File: config.mk
export PLATFORM = sky130hd
export DESIGN_NAME = apb_master_bridge
export DESIGN_NICKNAME = d
export VERILOG_FILES = /design/src/rtl/apb_pkg.sv /design/src/rtl/apb_addr_decoder.sv /design/src/rtl/apb_master_bridge.sv
export SDC_FILE = /design/constraint.sdc
export NUM_CORES = 1
export LEC_CHECK = 0
export ABC_AREA = 1
export BUFFER_PORTS_ARGS = -buffer_cell sky130_fd_sc_hd__buf_2
export CORE_MARGIN = 3
export CORE_UTILIZATION = 45
export DETAILED_ROUTE_END_ITERATION = 16
export PLACE_DENSITY = 0.8
export SLEW_MARGIN = 20
export SYNTH_ARGS = -nofsm -noshare
export SYNTH_HDL_FRONTEND = slang
export SYNTH_SLANG_ARGS = --single-unit
export TNS_END_PERCENT = 1
File: constraint.sdc
create_clock -name clk -period 2.2 [get_ports clk]
set_input_delay 0.33 -clock clk [delete_from_list [all_inputs] [get_ports clk]]
set_output_delay 0.33 -clock clk [all_outputs]
set_load 0.01 [all_outputs]
File: src/rtl/apb_pkg.sv
// Shared APB bridge definitions: FSM states, default address-map constants,
// the peripheral map used by the software linker script, and a width helper.
package apb_pkg;

  typedef enum logic [1:0] {
    IDLE   = 2'd0,
    SETUP  = 2'd1,
    ACCESS = 2'd2
  } apb_state_e;

  localparam logic [31:0] DEFAULT_BASE_ADDR = 32'h1000_0000;
  localparam int unsigned DEFAULT_SLV_SHIFT = 12;

  // Peripheral windows (4 KB each) as seen by the linker script.
  localparam logic [31:0] UART_BASE  = 32'h1000_0000;
  localparam logic [31:0] TIMER_BASE = 32'h1000_1000;
  localparam logic [31:0] GPIO_BASE  = 32'h1000_2000;
  localparam logic [31:0] SPI_BASE   = 32'h1000_3000;

  // Index width that stays legal for a single slave.
  function automatic int unsigned idx_width(input int unsigned n);
    return (n > 1) ? $clog2(n) : 1;
  endfunction

endpackage

File: src/rtl/apb_addr_decoder.sv
// Combinational peripheral decode of a CPU byte address.
// Ports: addr (byte address) -> mapped (address hits a slave window),
//        idx (slave index, valid when mapped).
module apb_addr_decoder
  import apb_pkg::*;
#(
  parameter int unsigned NUM_SLV   = 4,
  parameter logic [31:0] BASE_ADDR = DEFAULT_BASE_ADDR,
  parameter int unsigned SLV_SHIFT = DEFAULT_SLV_SHIFT,
  localparam int unsigned IDX_W    = idx_width(NUM_SLV)
) (
  input  logic [31:0]      addr,
  output logic             mapped,
  output logic [IDX_W-1:0] idx
);

  logic [31:0] offset;
  logic [31:0] slot;

  assign offset = addr - BASE_ADDR;
  assign slot   = offset >> SLV_SHIFT;

  // Below-base addresses wrap to huge offsets, so check the base explicitly.
  assign mapped = (addr >= BASE_ADDR) && (slot < 32'(NUM_SLV));
  assign idx    = slot[IDX_W-1:0];

endmodule

File: src/rtl/apb_master_bridge.sv
// CPU load/store to APB3 master bridge with address decode and timeout.
// Ports: clk/reset (sync, active-high); CPU side transfer/write/addr/wdata in,
//        rdata/ready/err out (ready+err is a one-cycle completion pulse);
//        APB side PADDR/PWDATA/PWRITE/PENABLE/PSEL out, PRDATA/PREADY/PSLVERR
//        in (one lane per slave).
module apb_master_bridge
  import apb_pkg::*;
#(
  parameter int unsigned NUM_SLV   = 4,
  parameter logic [31:0] BASE_ADDR = DEFAULT_BASE_ADDR,
  parameter int unsigned SLV_SHIFT = DEFAULT_SLV_SHIFT,
  parameter int unsigned TIMEOUT   = 16
) (
  input  logic                  clk,
  input  logic                  reset,
  input  logic                  transfer,
  input  logic                  write,
  input  logic [31:0]           addr,
  input  logic [31:0]           wdata,
  output logic [31:0]           rdata,
  output logic                  ready,
  output logic                  err,
  output logic [31:0]           PADDR,
  output logic [31:0]           PWDATA,
  output logic                  PWRITE,
  output logic                  PENABLE,
  output logic [NUM_SLV-1:0]    PSEL,
  input  logic [NUM_SLV*32-1:0] PRDATA,
  input  logic [NUM_SLV-1:0]    PREADY,
  input  logic [NUM_SLV-1:0]    PSLVERR
);

  localparam int unsigned IDX_W = idx_width(NUM_SLV);
  localparam int unsigned CNT_W = (TIMEOUT > 1) ? $clog2(TIMEOUT) : 1;

  apb_state_e           state_q, state_d;
  logic [IDX_W-1:0]     idx_q, idx_d;
  logic [CNT_W-1:0]     cnt_q, cnt_d;
  logic [NUM_SLV-1:0]   psel_d;
  logic                 penable_d, pwrite_d, ready_d, err_d;
  logic [31:0]          paddr_d, pwdata_d, rdata_d;

  logic                 dec_mapped;
  logic [IDX_W-1:0]     dec_idx;
  logic [31:0]          prdata_sel;
  logic                 pready_sel, pslverr_sel, expired;

  apb_addr_decoder #(
    .NUM_SLV   (NUM_SLV),
    .BASE_ADDR (BASE_ADDR),
    .SLV_SHIFT (SLV_SHIFT)
  ) u_dec (
    .addr   (addr),
    .mapped (dec_mapped),
    .idx    (dec_idx)
  );

  // Response lane of the latched slave; other lanes are ignored.
  always_comb begin
    prdata_sel  = '0;
    pready_sel  = 1'b0;
    pslverr_sel = 1'b0;
    for (int i = 0; i < NUM_SLV; i++) begin
      if (idx_q == IDX_W'(i)) begin
        prdata_sel  = PRDATA[i*32 +: 32];
        pready_sel  = PREADY[i];
        pslverr_sel = PSLVERR[i];
      end
    end
  end

  // Counter holds the number of completed ACCESS cycles; expiry is the last one.
  assign expired = (TIMEOUT != 0) && (cnt_q == CNT_W'(TIMEOUT - 1));

  // Next-state and next-output logic.
  always_comb begin
    state_d   = state_q;
    idx_d     = idx_q;
    cnt_d     = cnt_q;
    psel_d    = PSEL;
    penable_d = 1'b0;
    pwrite_d  = PWRITE;
    paddr_d   = PADDR;
    pwdata_d  = PWDATA;
    rdata_d   = rdata;
    ready_d   = 1'b0;
    err_d     = 1'b0;

    unique case (state_q)
      IDLE: begin
        if (transfer) begin
          if (dec_mapped) begin
            state_d  = SETUP;
            idx_d    = dec_idx;
            psel_d   = NUM_SLV'(1) << dec_idx;
            pwrite_d = write;
            paddr_d  = addr;
            pwdata_d = wdata;
          end else begin
            // Unmapped: complete at once with an error; a load returns zero.
            ready_d = 1'b1;
            err_d   = 1'b1;
            if (!write) rdata_d = '0;
          end
        end
      end

      SETUP: begin
        state_d   = ACCESS;
        penable_d = 1'b1;
        cnt_d     = '0;
      end

      ACCESS: begin
        // PREADY takes priority over a simultaneous expiry.
        if (pready_sel) begin
          state_d = IDLE;
          psel_d  = '0;
          ready_d = 1'b1;
          err_d   = pslverr_sel;
          if (!PWRITE) rdata_d = pslverr_sel ? 32'h0 : prdata_sel;
        end else if (expired) begin
          state_d = IDLE;
          psel_d  = '0;
          ready_d = 1'b1;
          err_d   = 1'b1;
          if (!PWRITE) rdata_d = '0;
        end else begin
          penable_d = 1'b1;
          cnt_d     = cnt_q + CNT_W'(1);
        end
      end

      default: begin
        state_d = IDLE;
        psel_d  = '0;
      end
    endcase
  end

  // State and output registers.
  always_ff @(posedge clk) begin
    if (reset) begin
      state_q <= IDLE;
      idx_q   <= '0;
      cnt_q   <= '0;
      PSEL    <= '0;
      PENABLE <= 1'b0;
      PWRITE  <= 1'b0;
      PADDR   <= '0;
      PWDATA  <= '0;
      rdata   <= '0;
      ready   <= 1'b0;
      err     <= 1'b0;
    end else begin
      state_q <= state_d;
      idx_q   <= idx_d;
      cnt_q   <= cnt_d;
      PSEL    <= psel_d;
      PENABLE <= penable_d;
      PWRITE  <= pwrite_d;
      PADDR   <= paddr_d;
      PWDATA  <= pwdata_d;
      rdata   <= rdata_d;
      ready   <= ready_d;
      err     <= err_d;
    end
  end

endmodule
==> results of run 1 <==
[state kept, by name, indices dropped and copies added, names as in the netlist]
register and count:
cnt_q 4, PENABLE 1, PSEL 4, ready 1, PWRITE 1, PADDR 32
state_q 2, PWDATA 32, err 1, rdata 32
[worst max-delay path, cell delays in order (launching register included)]
cell and delay (ns):
dfxtp_1 0.54, inv_2 0.18, nand2_1 0.09, nand2_1 0.05, nand3_1 0.10, nand2_1 0.07, nand2_2 0.09, clkinv_2 0.29
nand2_1 0.17, nand3_1 0.08, nand2_1 0.06, nor2_1 0.04
[cell families (layout without fill, tap and decap cells)]
| kind of cell | count (synthesis) | count (layout) | share of synthesized area |
|---|---|---|---|
| other cells | 0 | 1 | 0 |
| compound gates | 172 | 172 | 0.152 |
| xor+xnor | 2 | 2 | 0.00305 |
| flops | 110 | 110 | 0.383 |
| simple gates | 410 | 410 | 0.312 |
| buf+inv | 196 | 476 | 0.141 |
| fa+ha+maj | 4 | 4 | 0.00871 |
[final cells by class]
type,count,share of cell area
Antenna cell,1,0.000325
Clock buffer,9,0.0293
Clock inverter,7,0.0109
Inverter,137,0.0670
Multi-Input combinational cell,588,0.355
Sequential cell,110,0.286
Tap cell,168,0.0273
Timing Repair Buffer,323,0.224
[final timing paths]
check                                from         end  slack (ns)
worst min register to register   PADDR[0]    PADDR[0]        0.44
worst max-delay path            PADDR[12]    rdata[0]        0.33
worst min-delay path            wdata[23]  PWDATA[23]        0.25
worst max register to register  PADDR[12]    rdata[0]        0.33
[per-stage QoR]
stage	utilization	hold slack, ns
final	0.627	0.254
after global routing	0.627	0.251
after CTS	0.627	0.240
after detailed placement	0.602	0.431
after global placement	0.602	0.427
after floorplan	-	0.447
[where the power goes]
group          internal, W  switching [W]  total (W)
Combinational     0.000242       0.000247   0.000488
Clock             0.000818       0.000806    0.00162
Sequential         0.00203      0.0000210    0.00205
[layer usage]
| metal | global-route usage | vias up | share of wire |
|---|---|---|---|
| met1 | 0.309 | 2851 | 0.40 |
| met4 | 0.0579 | 0 | 0.019 |
| li1 | - | 3341 | - |
| met2 | 0.447 | 277 | 0.49 |
| met5 | 0 | - | 0 |
| met3 | 0.0636 | 28 | 0.086 |
[cells in the final DEF (no fill, tap or decap)]
cell type | Yosys | final
nor2_4 | 2 | 2
a21oi_1 | 85 | 85
or2_2 | 13 | 13
and2_1 | 1 | 1
buf_2 | 15 | 307
o21ai_0 | 82 | 82
nor3b_2 | 4 | 4
or2_0 | 2 | 2
buf_12 | 0 | 5
xnor2_1 | 1 | 1
ha_1 | 4 | 4
nor2_1 | 105 | 105
xor2_1 | 1 | 1
nand2_2 | 9 | 9
clkinv_4 | 0 | 1
inv_2 | 2 | 3
clkbuf_16 | 0 | 9
dfxtp_1 | 110 | 110
diode_2 | 0 | 1
inv_12 | 0 | 1
buf_4 | 2 | 11
nand2_4 | 1 | 1
nand4_1 | 3 | 3
inv_1 | 134 | 133
nor3b_1 | 3 | 3
inv_6 | 0 | 3
nand3_1 | 91 | 91
clkinv_2 | 1 | 1
clkinv_8 | 0 | 2
o211ai_1 | 5 | 5
nand2_1 | 176 | 176
==> reports/results.txt, run 1 <==
synthesis-to-finish area growth: 33.8%
CTS H-Tree Depth: 3
drt initial violations: 548
final slew viol count: 0
skew final: 0.00907 ns
Final setup violation count: 0
post-DR vias/cell: 4.84
DP Cell Count: 1326
R2R depth: 11
Mean Syn Cell Area: 6.43 um^2
synthesized instance count: 894
register area share after synthesis: 0.383
Post-Layout Cell Count: 1343
# port buffers: 307
layout cells sized above 1: 0.317
DPL Wire Length: 14.6 mm
gr ovfl total: 0
top post-synthesis cells by area: dfxtp_1 38%, nand2_1 11%, inv_1 8.8%, nand3_1 7.9%, a21oi_1 7.4%
multi-input logic area: 2730 um^2
number of synthesized flops with an enable pin: 0
RSZ-0062 raised after global routing: no
Crit. End Element: register
Place WS: 0.348 ns
design area: 7690 um^2
CTS root buf: clkbuf_16
share of the synthesized area in the top cell type: 0.383
worst slew pin tran: 0.545 ns
Worst Hold Class: input pin to register
pin count of the biggest net entering global routing: 112
hold-critical path depth: 3
worst skew pair latency: 0.34 ns
synthesized flop and latch total: 110
first-pass GRT wire length: 29.3 mm
critical path fanouts, max: 20
Placeable Area: 12300 um^2
initial antenna violation count: 0
die height: 119 um
Clock Sinks: 110
Die X: 119 um
Seq. cell area: 2200 um^2
post-route antenna net violation count: 0
die area: 14200 um^2
vias in the first global route: 5807
VDD IR max: 512 uV
area of the mapped netlist: 5750 um^2
Max Cap Violations: 0
Detailed Routing Iterations Pass 1: 5
total wire length: 18.6 mm
post-CTS setup buffers: 0
CP required: 2.44 ns
total track usage: 0.253
Routability Congestion: 0.890
Leak Pwr: 4.16 nW
final worst-path cycle share: 0.851
CTS max path bufs: 2
Max Clock Freq: 534 MHz
TNS Setup: 0 ns
Routed wire per std cell: 13.9 um
min Tclk post-route: 1.87 ns
drt drc: 0
cell taking the most area after synthesis: dfxtp_1
Post-Syn Nets: 1102
CTS Hold Bufs: 0
Starting Density: 0.469
Hold Fails Final Rpt: 0
Pwr Total: 0.00416 W
placed cell area: 7380 um^2
routed vias: 6497
Critical Path Start Type: register
Arrival @ worst endpoint: 2.11 ns
post-route worst setup slack: 0.329 ns
clock transition at the registers of the reported paths: 0.08 ns
crit path kind: register to register
ys flop type: dfxtp_1
PwrDens: 541 nW/um^2
total CTS buffers: 9
Final Net Count: 1377
layout filler cell count: 1200
post-synth cell types: 28
outcome: finished, final reports clean
Yosys warnings: 0
post-cts resize count: 0
Rows: 40
io pins: 308
most numerous cell in the Yosys netlist: nand2_1
most frequent cells after synthesis: 176 x nand2_1, 134 x inv_1, 110 x dfxtp_1
CTS tree: done
Async SR Flop Fraction: 0
worst slew margin relative to its limit: 0.636
Power figures use the tool's default switching activity.
==> run 2: changes to the inputs <==
PLACE_DENSITY = 0.78   (was 0.8)
==> reports/results.txt, run 2 (synthesis gave the netlist of run 1 again) <==
final slew viol count: 0
synthesis-to-finish area growth: 33.5%
post-route antenna net violation count: 0
vias in the first global route: 5904
Rows: 40
# port buffers: 307
Sw Pwr: 0.00105 W
Hold Fails Final Rpt: 0
layout cells sized above 1: 0.316
die area: 14200 um^2
total wire length: 18.9 mm
RSZ-0062 raised after global routing: no
die height: 119 um
TNS Setup: 0 ns
pin count of the biggest net entering global routing: 106
io pins: 308
Ant. Diodes: 0
final worst-path cycle share: 0.895
outcome: finished, final reports clean
skew final: 0.0101 ns
Flop pwr share: 0.472
Routed wire per std cell: 14.1 um
first-pass GRT wire length: 29.9 mm
Max Clock Freq: 508 MHz
Final Net Count: 1375
Int Power: 0.00328 W
Switching Share: 0.242
Die X: 119 um
min Tclk post-route: 1.97 ns
crit path kind: register to register
largest registers: PADDR (32), PWDATA (32), rdata (32)
final core utilization: 0.626
Starting Density: 0.469
CTS root buf: clkbuf_16
total CTS buffers: 9
Critical Path Start Type: register
crit-path max cell delay: 0.43 ns
DPL Wire Length: 14.7 mm
clock transition at the registers of the reported paths: 0.07 ns
worst slew pin tran: 0.534 ns
CP Cell Sequence: nor2_4 > nand2_1 > nand3_1 > nand3_1 > nand2_1 > nand2_2 > buf_4 > a21oi_1 > nor2_1
Detailed Routing Iterations Pass 1: 5
post-CTS setup buffers: 0
Worst Hold Class: input pin to register
CTS Hold Bufs: 0
Max Cap Violations: 0
CTS H-Tree Depth: 3
Placeable Area: 12300 um^2
VDD IR max: 552 uV
part of the power in combinational logic: 0.113
CTS max path bufs: 2
drt initial violations: 575
CP required: 2.44 ns
worst skew pair latency: 0.35 ns
commonest non-fill, non-tap cell in the layout: buf_2
Clock Power Share: 0.414
Crit. End Element: register
Arrival @ worst endpoint: 2.21 ns
total track usage: 0.260
critical path fanouts, max: 40
drt drc: 0
commonest non-fill, non-tap cells in the layout: 307 x buf_2, 176 x nand2_1, 133 x inv_1, 110 x dfxtp_1, 105 x nor2_1
PwrDens: 565 nW/um^2
Final setup violation count: 0
gr ovfl total: 0
post-cts resize count: 0
Clock Sinks: 110
Leak Pwr: 4.15 nW
post-DR vias/cell: 4.86
Routability Congestion: 0.964
CTS tree: done
critical path's slowest cell: dfxtp_1
worst slew margin relative to its limit: 0.644
initial antenna violation count: 0
routed vias: 6508
## run 2: area by class of cell
type	instances	area (um^2)
Fill cell	1199	4590
Clock inverter	7	106
Sequential cell	110	2200
Clock buffer	9	225
Multi-Input combinational cell	588	2730
Timing Repair Buffer	321	1680
Tap cell	168	210
Inverter	137	515
## run 2: worst paths after layout
| path | from | to | slack (ns) | cells past startpoint |
|---|---|---|---|---|
| max | PADDR[13] | rdata[14] | 0.23 | 9 |
| min | addr[2] | PADDR[2] | 0.25 | 3 |
| max reg2reg | PADDR[13] | rdata[14] | 0.23 | 9 |
| min reg2reg | PWDATA[19] | PWDATA[19] | 0.44 | 2 |
## run 2: power by group through the flow
stage,Clock (W),Combinational (W),Sequential (W)
finish,0.00179,0.000490,0.00205
global route,0.00191,0.000553,0.00205
CTS,0.00183,0.000490,0.00205
detailed placement,0,0.000488,0.00209
global placement,0,0.000481,0.00209
floorplan,0,0.000211,0.00211
## run 2: through the flow
stage	setup slack (ns)	cells	cell area, um^2	power (W)	hold WS [ns]
after floorplan	0.526	894	5750	0.00232	0.447
after global placement	0.352	1324	7340	0.00257	0.427
after detailed placement	0.251	1324	7340	0.00258	0.430
after CTS	0.239	1340	7670	0.00437	0.241
after global routing	0.0227	1340	7670	0.00451	0.260
final	0.232	1340	7670	0.00433	0.252
## run 2: worst max-delay path, delay by kind of cell, from the launching register on
family / cells / cell delay (ns)
DFF: 1 / 0.43
and+or+nand+nor: 7 / 0.97
AOI/OAI and AO/OA: 1 / 0.20
buffers and inverters: 1 / 0.25
## run 2: layer usage
metal	routed length, um	share of wire	global-route usage	vias to the layer above
met3	1460	0.077	0.0603	38
met2	9200	0.49	0.449	278
met5	0	0	0	-
li1	-	-	-	3333
met4	515	0.027	0.0847	0
met1	7770	0.41	0.318	2859
